--- src/rtl/tl_arbiter_a_pkg.sv ---
// TileLink A-channel helpers shared by the arbiter, its round-robin picker and
// any future channel arbiters: opcode encoding and beat-count arithmetic.
package tl_arbiter_a_pkg;

    localparam int unsigned TL_OPCODE_W = 3;

    typedef enum logic [TL_OPCODE_W-1:0] {
        PUT_FULL_DATA    = 3'd0,
        PUT_PARTIAL_DATA = 3'd1,
        ARITHMETIC_DATA  = 3'd2,
        LOGICAL_DATA     = 3'd3,
        GET              = 3'd4,
        INTENT           = 3'd5,
        ACQUIRE_BLOCK    = 3'd6,
        ACQUIRE_PERM     = 3'd7
    } tl_a_opcode_e;

    // Opcodes whose message carries a data payload on the A channel.
    function automatic logic tl_has_data(input logic [TL_OPCODE_W-1:0] opcode);
        return opcode inside {PUT_FULL_DATA, PUT_PARTIAL_DATA, ARITHMETIC_DATA, LOGICAL_DATA};
    endfunction

    // Number of A-channel beats a message occupies; only data-carrying
    // messages larger than one beat span more than one cycle.
    function automatic int unsigned tl_num_beats(input logic [TL_OPCODE_W-1:0] opcode,
                                                 input int unsigned size,
                                                 input int unsigned log_bb);
        if (tl_has_data(opcode) && (size > log_bb)) begin
            return 32'd1 << (size - log_bb);
        end
        return 32'd1;
    endfunction

endpackage

--- src/rtl/tl_arbiter_a_if.sv ---
// Bundle of the per-master request ports and the shared slave-side port of the
// A-channel arbiter. The master modport is the requester/slave environment,
// the slave modport is the arbiter itself.
interface tl_arbiter_a_if
    import tl_arbiter_a_pkg::*;
#(
    parameter int unsigned MASTER_NUM = 4,
    parameter int unsigned SIZE_WIDTH = 3,
    parameter type         DATA_T     = logic [0:0]
);
    localparam int unsigned IDX_W = (MASTER_NUM > 2) ? $clog2(MASTER_NUM) : 1;

    logic [MASTER_NUM-1:0]                  req_valid_i;
    logic [MASTER_NUM-1:0]                  req_ready_o;
    DATA_T [MASTER_NUM-1:0]                 req_data_i;
    logic [MASTER_NUM-1:0][TL_OPCODE_W-1:0] req_opcode_i;
    logic [MASTER_NUM-1:0][SIZE_WIDTH-1:0]  req_size_i;
    logic                                   oup_valid_o;
    logic                                   oup_ready_i;
    DATA_T                                  oup_data_o;
    logic [IDX_W-1:0]                       grant_idx_o;
    logic                                   busy_o;

    modport master (
        output req_valid_i, req_data_i, req_opcode_i, req_size_i, oup_ready_i,
        input  req_ready_o, oup_valid_o, oup_data_o, grant_idx_o, busy_o
    );

    modport slave (
        input  req_valid_i, req_data_i, req_opcode_i, req_size_i, oup_ready_i,
        output req_ready_o, oup_valid_o, oup_data_o, grant_idx_o, busy_o
    );

endinterface

--- src/rtl/tl_arbiter_a_rr_picker.sv ---
// Round-robin priority encoder: returns the first set request at or above ptr,
// wrapping past N-1 to 0. Works for any N >= 2, power of two or not.
module tl_rr_picker #(
    parameter int unsigned N     = 4,
    parameter int unsigned IDX_W = (N > 2) ? $clog2(N) : 1
) (
    input  logic [N-1:0]     req,
    input  logic [IDX_W-1:0] ptr,
    output logic [N-1:0]     onehot,
    output logic [IDX_W-1:0] idx,
    output logic             any
);

    assign any = |req;

    // Scan offsets from farthest to nearest so the nearest valid request wins.
    always_comb begin
        int c;
        c      = 0;
        onehot = '0;
        idx    = '0;
        for (int k = int'(N) - 1; k >= 0; k--) begin
            c = int'(ptr) + k;
            if (c >= int'(N)) begin
                c = c - int'(N);
            end
            if (req[c[IDX_W-1:0]]) begin
                onehot                 = '0;
                onehot[c[IDX_W-1:0]]   = 1'b1;
                idx                    = c[IDX_W-1:0];
            end
        end
    end

endmodule

--- src/rtl/tl_arbiter_a.sv ---
// Per-slave TileLink A-channel arbiter: round-robin between masters with the
// grant locked for the whole of a multi-beat burst, and the pick held while a
// presented first beat is being back-pressured.
//
// state | meaning
// IDLE  | message boundary; round-robin pick (or held pick while stalled)
// BURST | remaining beats of a multi-beat message from owner only
module tl_arbiter_a
    import tl_arbiter_a_pkg::*;
#(
    parameter int unsigned MASTER_NUM = 4,
    parameter int unsigned BEAT_BYTES = 8,
    parameter int unsigned SIZE_WIDTH = 3,
    parameter type         DATA_T     = logic [0:0]
) (
    input  logic          clk_i,
    input  logic          rst_i,
    tl_arbiter_a_if.slave bus
);

    localparam int unsigned LOG_BB  = $clog2(BEAT_BYTES);
    localparam int unsigned IDX_W   = (MASTER_NUM > 2) ? $clog2(MASTER_NUM) : 1;
    localparam int          CNT_RAW = (2 ** SIZE_WIDTH) - int'(LOG_BB);
    localparam int unsigned CNT_W   = (CNT_RAW > 1) ? CNT_RAW : 1;

    typedef enum logic {
        IDLE  = 1'b0,
        BURST = 1'b1
    } state_e;

    state_e                state;
    logic [IDX_W-1:0]      rr_ptr;
    logic [IDX_W-1:0]      owner;
    logic [IDX_W-1:0]      held_idx;
    logic [CNT_W-1:0]      beat_cnt;
    logic                  pend;
    logic                  busy_q;

    logic [MASTER_NUM-1:0] pick_onehot;
    logic [IDX_W-1:0]      pick_idx;
    logic                  pick_any;
    logic [IDX_W-1:0]      grant;
    logic                  oup_valid;
    logic                  hs;
    logic [MASTER_NUM-1:0] ready_vec;
    int unsigned           first_beats;
    logic                  multi;
    logic [CNT_W-1:0]      first_cnt;
    DATA_T                 data_mux;

    function automatic logic [IDX_W-1:0] wrap_inc(input logic [IDX_W-1:0] i);
        return (i == IDX_W'(MASTER_NUM - 1)) ? '0 : i + 1'b1;
    endfunction

    tl_rr_picker #(
        .N     (MASTER_NUM),
        .IDX_W (IDX_W)
    ) u_picker (
        .req    (bus.req_valid_i),
        .ptr    (rr_ptr),
        .onehot (pick_onehot),
        .idx    (pick_idx),
        .any    (pick_any)
    );

    // Grant source: burst owner, else held stalled pick, else fresh round-robin pick.
    always_comb begin
        grant     = rr_ptr;
        oup_valid = 1'b0;
        if (state == BURST) begin
            grant     = owner;
            oup_valid = bus.req_valid_i[owner];
        end else if (pend) begin
            grant     = held_idx;
            oup_valid = bus.req_valid_i[held_idx];
        end else if (pick_any) begin
            grant     = pick_idx;
            oup_valid = 1'b1;
        end
    end

    // Ready goes back only to the granted master, and only when it can complete.
    always_comb begin
        ready_vec = '0;
        if ((state == IDLE) && !pend) begin
            ready_vec = pick_onehot;
        end else begin
            ready_vec[grant] = 1'b1;
        end
        if (!hs) begin
            ready_vec = '0;
        end
    end

    // First-beat decode of the granted message; ignored once inside a burst.
    always_comb begin
        first_beats = tl_num_beats(bus.req_opcode_i[grant], 32'(bus.req_size_i[grant]), LOG_BB);
        multi       = first_beats > 32'd1;
        first_cnt   = CNT_W'(first_beats - 32'd1);
        data_mux    = bus.req_data_i[grant];
    end

    assign hs              = oup_valid & bus.oup_ready_i;
    assign bus.oup_valid_o = oup_valid;
    assign bus.oup_data_o  = data_mux;
    assign bus.grant_idx_o = grant;
    assign bus.req_ready_o = ready_vec;
    assign bus.busy_o      = busy_q;

    // Arbitration FSM: message boundaries advance rr_ptr, bursts lock the owner.
    always_ff @(posedge clk_i or negedge rst_i) begin
        if (!rst_i) begin
            state    <= IDLE;
            rr_ptr   <= '0;
            owner    <= '0;
            held_idx <= '0;
            beat_cnt <= '0;
            pend     <= 1'b0;
            busy_q   <= 1'b0;
        end else begin
            case (state)
                IDLE: begin
                    // Re-evaluated every cycle so a withdrawn request cannot wedge the pick.
                    pend     <= oup_valid & ~bus.oup_ready_i;
                    held_idx <= grant;
                    if (hs) begin
                        if (multi) begin
                            state    <= BURST;
                            owner    <= grant;
                            beat_cnt <= first_cnt;
                            busy_q   <= 1'b1;
                        end else begin
                            rr_ptr <= wrap_inc(grant);
                        end
                    end
                end
                BURST: begin
                    if (hs) begin
                        beat_cnt <= beat_cnt - 1'b1;
                        if (beat_cnt == CNT_W'(1)) begin
                            state  <= IDLE;
                            busy_q <= 1'b0;
                            rr_ptr <= wrap_inc(owner);
                        end
                    end
                end
                default: state <= IDLE;
            endcase
        end
    end

endmodule
--- src/flat_wrapper.sv ---
// flat-port wrapper written by rule: the top's interface ports become plain ports
module tl_arbiter_a_flat import tl_arbiter_a_pkg::*;
#(
    parameter int unsigned MASTER_NUM = 4,
    parameter int unsigned BEAT_BYTES = 8,
    parameter int unsigned SIZE_WIDTH = 3,
    parameter type         DATA_T     = logic [0:0]
)
  (clk_i, rst_i, bus_req_valid_i, bus_req_data_i, bus_req_opcode_i, bus_req_size_i, bus_oup_ready_i, bus_req_ready_o, bus_oup_valid_o, bus_oup_data_o, bus_grant_idx_o, bus_busy_o);
  tl_arbiter_a_if #(.MASTER_NUM(MASTER_NUM), .SIZE_WIDTH(SIZE_WIDTH), .DATA_T(DATA_T)) bus_i ();
  input  logic clk_i;
  input  logic rst_i;
  input wire logic [$bits(bus_i.req_valid_i)-1:0] bus_req_valid_i;
  input wire logic [$bits(bus_i.req_data_i)-1:0] bus_req_data_i;
  input wire logic [$bits(bus_i.req_opcode_i)-1:0] bus_req_opcode_i;
  input wire logic [$bits(bus_i.req_size_i)-1:0] bus_req_size_i;
  input wire logic [$bits(bus_i.oup_ready_i)-1:0] bus_oup_ready_i;
  output wire logic [$bits(bus_i.req_ready_o)-1:0] bus_req_ready_o;
  output wire logic [$bits(bus_i.oup_valid_o)-1:0] bus_oup_valid_o;
  output wire logic [$bits(bus_i.oup_data_o)-1:0] bus_oup_data_o;
  output wire logic [$bits(bus_i.grant_idx_o)-1:0] bus_grant_idx_o;
  output wire logic [$bits(bus_i.busy_o)-1:0] bus_busy_o;
  assign bus_i.req_valid_i = bus_req_valid_i;
  assign bus_i.req_data_i = bus_req_data_i;
  assign bus_i.req_opcode_i = bus_req_opcode_i;
  assign bus_i.req_size_i = bus_req_size_i;
  assign bus_i.oup_ready_i = bus_oup_ready_i;
  assign bus_req_ready_o = bus_i.req_ready_o;
  assign bus_oup_valid_o = bus_i.oup_valid_o;
  assign bus_oup_data_o = bus_i.oup_data_o;
  assign bus_grant_idx_o = bus_i.grant_idx_o;
  assign bus_busy_o = bus_i.busy_o;
  tl_arbiter_a #(.MASTER_NUM(MASTER_NUM), .BEAT_BYTES(BEAT_BYTES), .SIZE_WIDTH(SIZE_WIDTH), .DATA_T(DATA_T)) u_core (.clk_i(clk_i), .rst_i(rst_i), .bus(bus_i));
endmodule
--- config.mk ---
export PLATFORM = sky130hd
export DESIGN_NAME = tl_arbiter_a_flat
export DESIGN_NICKNAME = d
export VERILOG_FILES = /design/src/rtl/tl_arbiter_a_pkg.sv /design/src/rtl/tl_arbiter_a_if.sv /design/src/rtl/tl_arbiter_a_rr_picker.sv /design/src/rtl/tl_arbiter_a.sv /design/src/flat_wrapper.sv
export SDC_FILE = /design/constraint.sdc
export NUM_CORES = 1
export LEC_CHECK = 0
export CAP_MARGIN = 25
export CELL_PAD_IN_SITES_DETAIL_PLACEMENT = 1
export CELL_PAD_IN_SITES_GLOBAL_PLACEMENT = 2
export CORE_MARGIN = 8
export CORE_UTILIZATION = 32
export DETAILED_ROUTE_END_ITERATION = 16
export GPL_TIMING_DRIVEN = 0
export PLACE_DENSITY = 0.95
export SYNTH_ARGS = -nofsm -noshare
export SYNTH_HDL_FRONTEND = slang
export SYNTH_SLANG_ARGS = --single-unit
--- constraint.sdc ---
create_clock -name clk_i -period 10.6 [get_ports clk_i]
set_clock_uncertainty 0.15 [all_clocks]
set_input_delay 2.12 -clock clk_i [delete_from_list [all_inputs] [get_ports clk_i]]
set_output_delay 2.12 -clock clk_i [all_outputs]
set_load 0.005 [all_outputs]
==> impl_metrics.py <==
metrics = {
    "outcome": {
        "status": "finished, final reports clean",
    },
    "global_route": {
        "gr-total-overflow": 0,
        "first_global_vias": 2538,
        "grt_usage": 0.152,
        "grt_pass1_wl_um": 12500,
        "antenna_found_initial": 0,
        "grt_max_degree": 15,
    },
    "clock_network": {
        "cts.htree.levels": 1,
        "hold_buffers": 0,
        "ctsResizeCount": 0,
        "clk_path_buf_depth": 2,
        "root_buffer": "clkbuf_8",
        "cts_tree": "yes",
        "clock_latency_ns": 0.25,
        "cts_num_sinks": 14,
        "cts_setup_buffers": 0,
        "clkTransAtPathRegs_ns": 0.06,
        "cts_buffers": 3,
    },
    "critical_path": {
        "worstPathMaxFanout": 10,
        "start_kind": "primary input",
        "cp-end-kind": "output port",
        "rrSetupSlack_ns": 4.75,
        "critPathRequiredTime_ns": 8.33,
        "path_buf_inv": 3,
        "reg2reg_from": "u_core.rr_ptr[1]",
        "worstSetupPathDepth": 11,
        "cp_data_arrival_time_ns": 5.51,
        "crit_family": "buffers and inverters",
        "crit_type": "in2out",
        "worstPathCellList": "clkdlybuf4s50_1, buf_2, mux2i_1, nand2b_1, a211oi_1, nand2_1, o21ai_2, ha_1, nor2_1, a211oi_1, clkdlybuf4s50_1",
        "rr_endpoint": "u_core.owner[0]",
        "cpPeakStageDelay_ns": 0.56,
        "cpMaxStageDelayCell": "clkdlybuf4s50_1",
        "ff2ff_path_depth": 17,
    },
    "die": {
        "ios": 44,
        "coreArea_mm2": 0.00676,
        "start_util": 0.328,
        "dieArea_mm2": 0.00983,
        "die_x_um": 99.2,
        "die_y_um": 99.2,
        "placementRows": 30,
    },
    "pwr": {
        "p_per_area_mw_per_mm2": 390,
        "peakVddDrop_mv": 0.186,
        "cellLeakagePower_nw": 1.11,
    },
    "job": {
        "maxCapViolCount": 0,
    },
    "sta": {
        "finalSetupTns_ns": 0,
        "tightest_slew_ns": 0.704,
        "finalSetupViolCount": 0,
        "worst_slew_margin_rel": 0.529,
        "rsz0062_at_grt": "false",
        "finalCritPeriodShare": 0.734,
        "finalHoldViolCount": 0,
        "clock.fmax_mhz": 129,
        "slew_viol_final": 0,
        "finalCriticalPeriod_ns": 7.78,
    },
    "placement": {
        "io_buffer_count": 33,
        "globalplace.congestion": 0.883,
        "hpwl_um": 5800,
    },
    "synthesis": {
        "ys_warn_count": 0,
        "synth_area_leaders": "dfrtp_1 16%, mux2i_1 10%, ha_1 9.6%, nor2_1 4.9%, a21oi_1 4.5%",
        "ys_types": 63,
        "seq_area_frac_synth": 0.158,
        "ys.flop_type": "dfrtp_1",
        "syn_avg_cell_area_um2": 7.71,
        "ys_ff_latch": 14,
        "synth.top_cell.area_share": 0.158,
        "synthCells": 287,
        "syn_nets": 339,
        "syn_area_mm2": 0.00221,
        "synth_edf_count": 0,
        "yosys.area.top_type": "dfrtp_1",
        "async_flop_share": 1.00,
    },
    "routing": {
        "dr.pass1.iters": 4,
        "routed_via_density": 5.77,
        "wirelength_um": 7310,
        "drt_iter0_markers": 126,
        "ant_nets": 0,
        "via_count": 2326,
        "wire_per_inst_um": 18.1,
        "remaining_drc_errors": 0,
    },
    "hold_path": {
        "hp-start": "u_core.bus.busy_o",
        "hold_end": "u_core.bus.busy_o",
        "hold_path.class": "reg2reg",
        "hold_depth": 2,
    },
    "finish": {
        "area_delta_synth_final_pct": 21.3,
        "fill_cells": 825,
        "fin_util": 0.397,
        "drive_above_1_share": 0.102,
        "nets": 377,
        "antennaDiodeCount": 0,
    },
}
-- state kept, by name, indices dropped and copies added (netlist names) --
signal,count
u_core.beat_cnt,5
u_core.rr_ptr,2
u_core.held_idx,2
u_core.owner,2
u_core.pend,1
u_core.state,1
u_core.bus.busy_o,1
-- logic make-up after synthesis --
logic type,count (synthesis),synth area share
simple gates,98,0.215
compound gates,86,0.278
buf+inv,36,0.0724
mux,35,0.176
fa+ha+maj,17,0.0961
flops,14,0.158
xor+xnor,1,0.00396
-- Yosys cell counts, drive strengths merged, types with 3 or more instances --
cell,number
nor2,29
mux2i,24
nand2,24
a21oi,20
inv,19
o21ai,19
ha,17
dfrtp,14
nor3,14
clkbuf,9
mux2,9
buf,8
a211oi,7
nand2b,6
nand3,5
nor4,5
a22oi,4
a221oi,3
a2bb2oi,3
o211ai,3
or3,3
-- stage by stage --
stage	hold slack [ns]	total power (W)	setup WS (ns)	instance area (um^2)	cells
2_1_floorplan	0.340	0.000748	4.34	2210	287
3_3_place_gp	0.341	0.000962	2.86	2640	400
3_5_place_dp	0.378	0.000998	2.81	2640	400
4_1_cts	0.393	0.00105	2.80	2690	403
5_1_grt	0.425	0.00115	2.46	2690	403
6_report	0.385	0.00105	2.82	2690	403
-- how the worst max path moves through the flow --
| stage | to | from | slack [ns] |
|---|---|---|---|
| after floorplan | bus_req_ready_o[1] | bus_req_valid_i[0] | 4.34 |
| after global placement | bus_req_ready_o[3] | bus_req_valid_i[3] | 2.86 |
| after detailed placement | bus_req_ready_o[3] | bus_req_valid_i[3] | 2.81 |
| after CTS | bus_req_ready_o[3] | bus_req_valid_i[3] | 2.80 |
| after global routing | bus_req_ready_o[3] | bus_req_valid_i[3] | 2.46 |
| final | bus_req_ready_o[3] | bus_req_valid_i[3] | 2.82 |
-- where the power goes --
part           switching, W  internal (W)
sequential        0.0000324     0.0000821
clock             0.0000200     0.0000252
combinational      0.000514      0.000372
total              0.000567      0.000480
-- worst min-delay path: stages, from the launching register on --
cell and delay, ns:
dfrtp_1 0.37, nand2_1 0.06, o21ai_0 0.07
-- routing by layer --
layer | GRT usage | wire [um]
met4 | 0.0326 | 72
met1 | 0.199 | 3570
met3 | 0.0133 | 194
met2 | 0.262 | 3480
met5 | 0 | 0
-- layout by cell type (no fill, tap or decap), types with 3 or more instances in the layout --
cell type,instances
clkdlybuf4s50_1,33
nor2_1,29
nand2_1,24
mux2i_1,23
a21oi_1,20
inv_1,19
ha_1,17
o21ai_0,15
dfrtp_1,14
nor3_1,13
mux2_2,8
clkbuf_1,8
a211oi_1,7
nand2b_1,6
nor4_1,5
nand3_1,5
buf_2,4
a22oi_1,4
or3_1,3
a2bb2oi_1,3
o211ai_1,3
clkbuf_8,3
-- layout make-up --
cell class	instances	area (um^2)	area share
Multi-Input combinational cell	237	1700	0.634
Buffer	17	88.8	0.0331
Timing Repair Buffer	33	330	0.123
Tap cell	80	100	0.0373
Clock buffer	3	41.3	0.0154
Sequential cell	14	350	0.130
Inverter	19	71.3	0.0266
No activity file was read; power rests on OpenSTA's default activity.
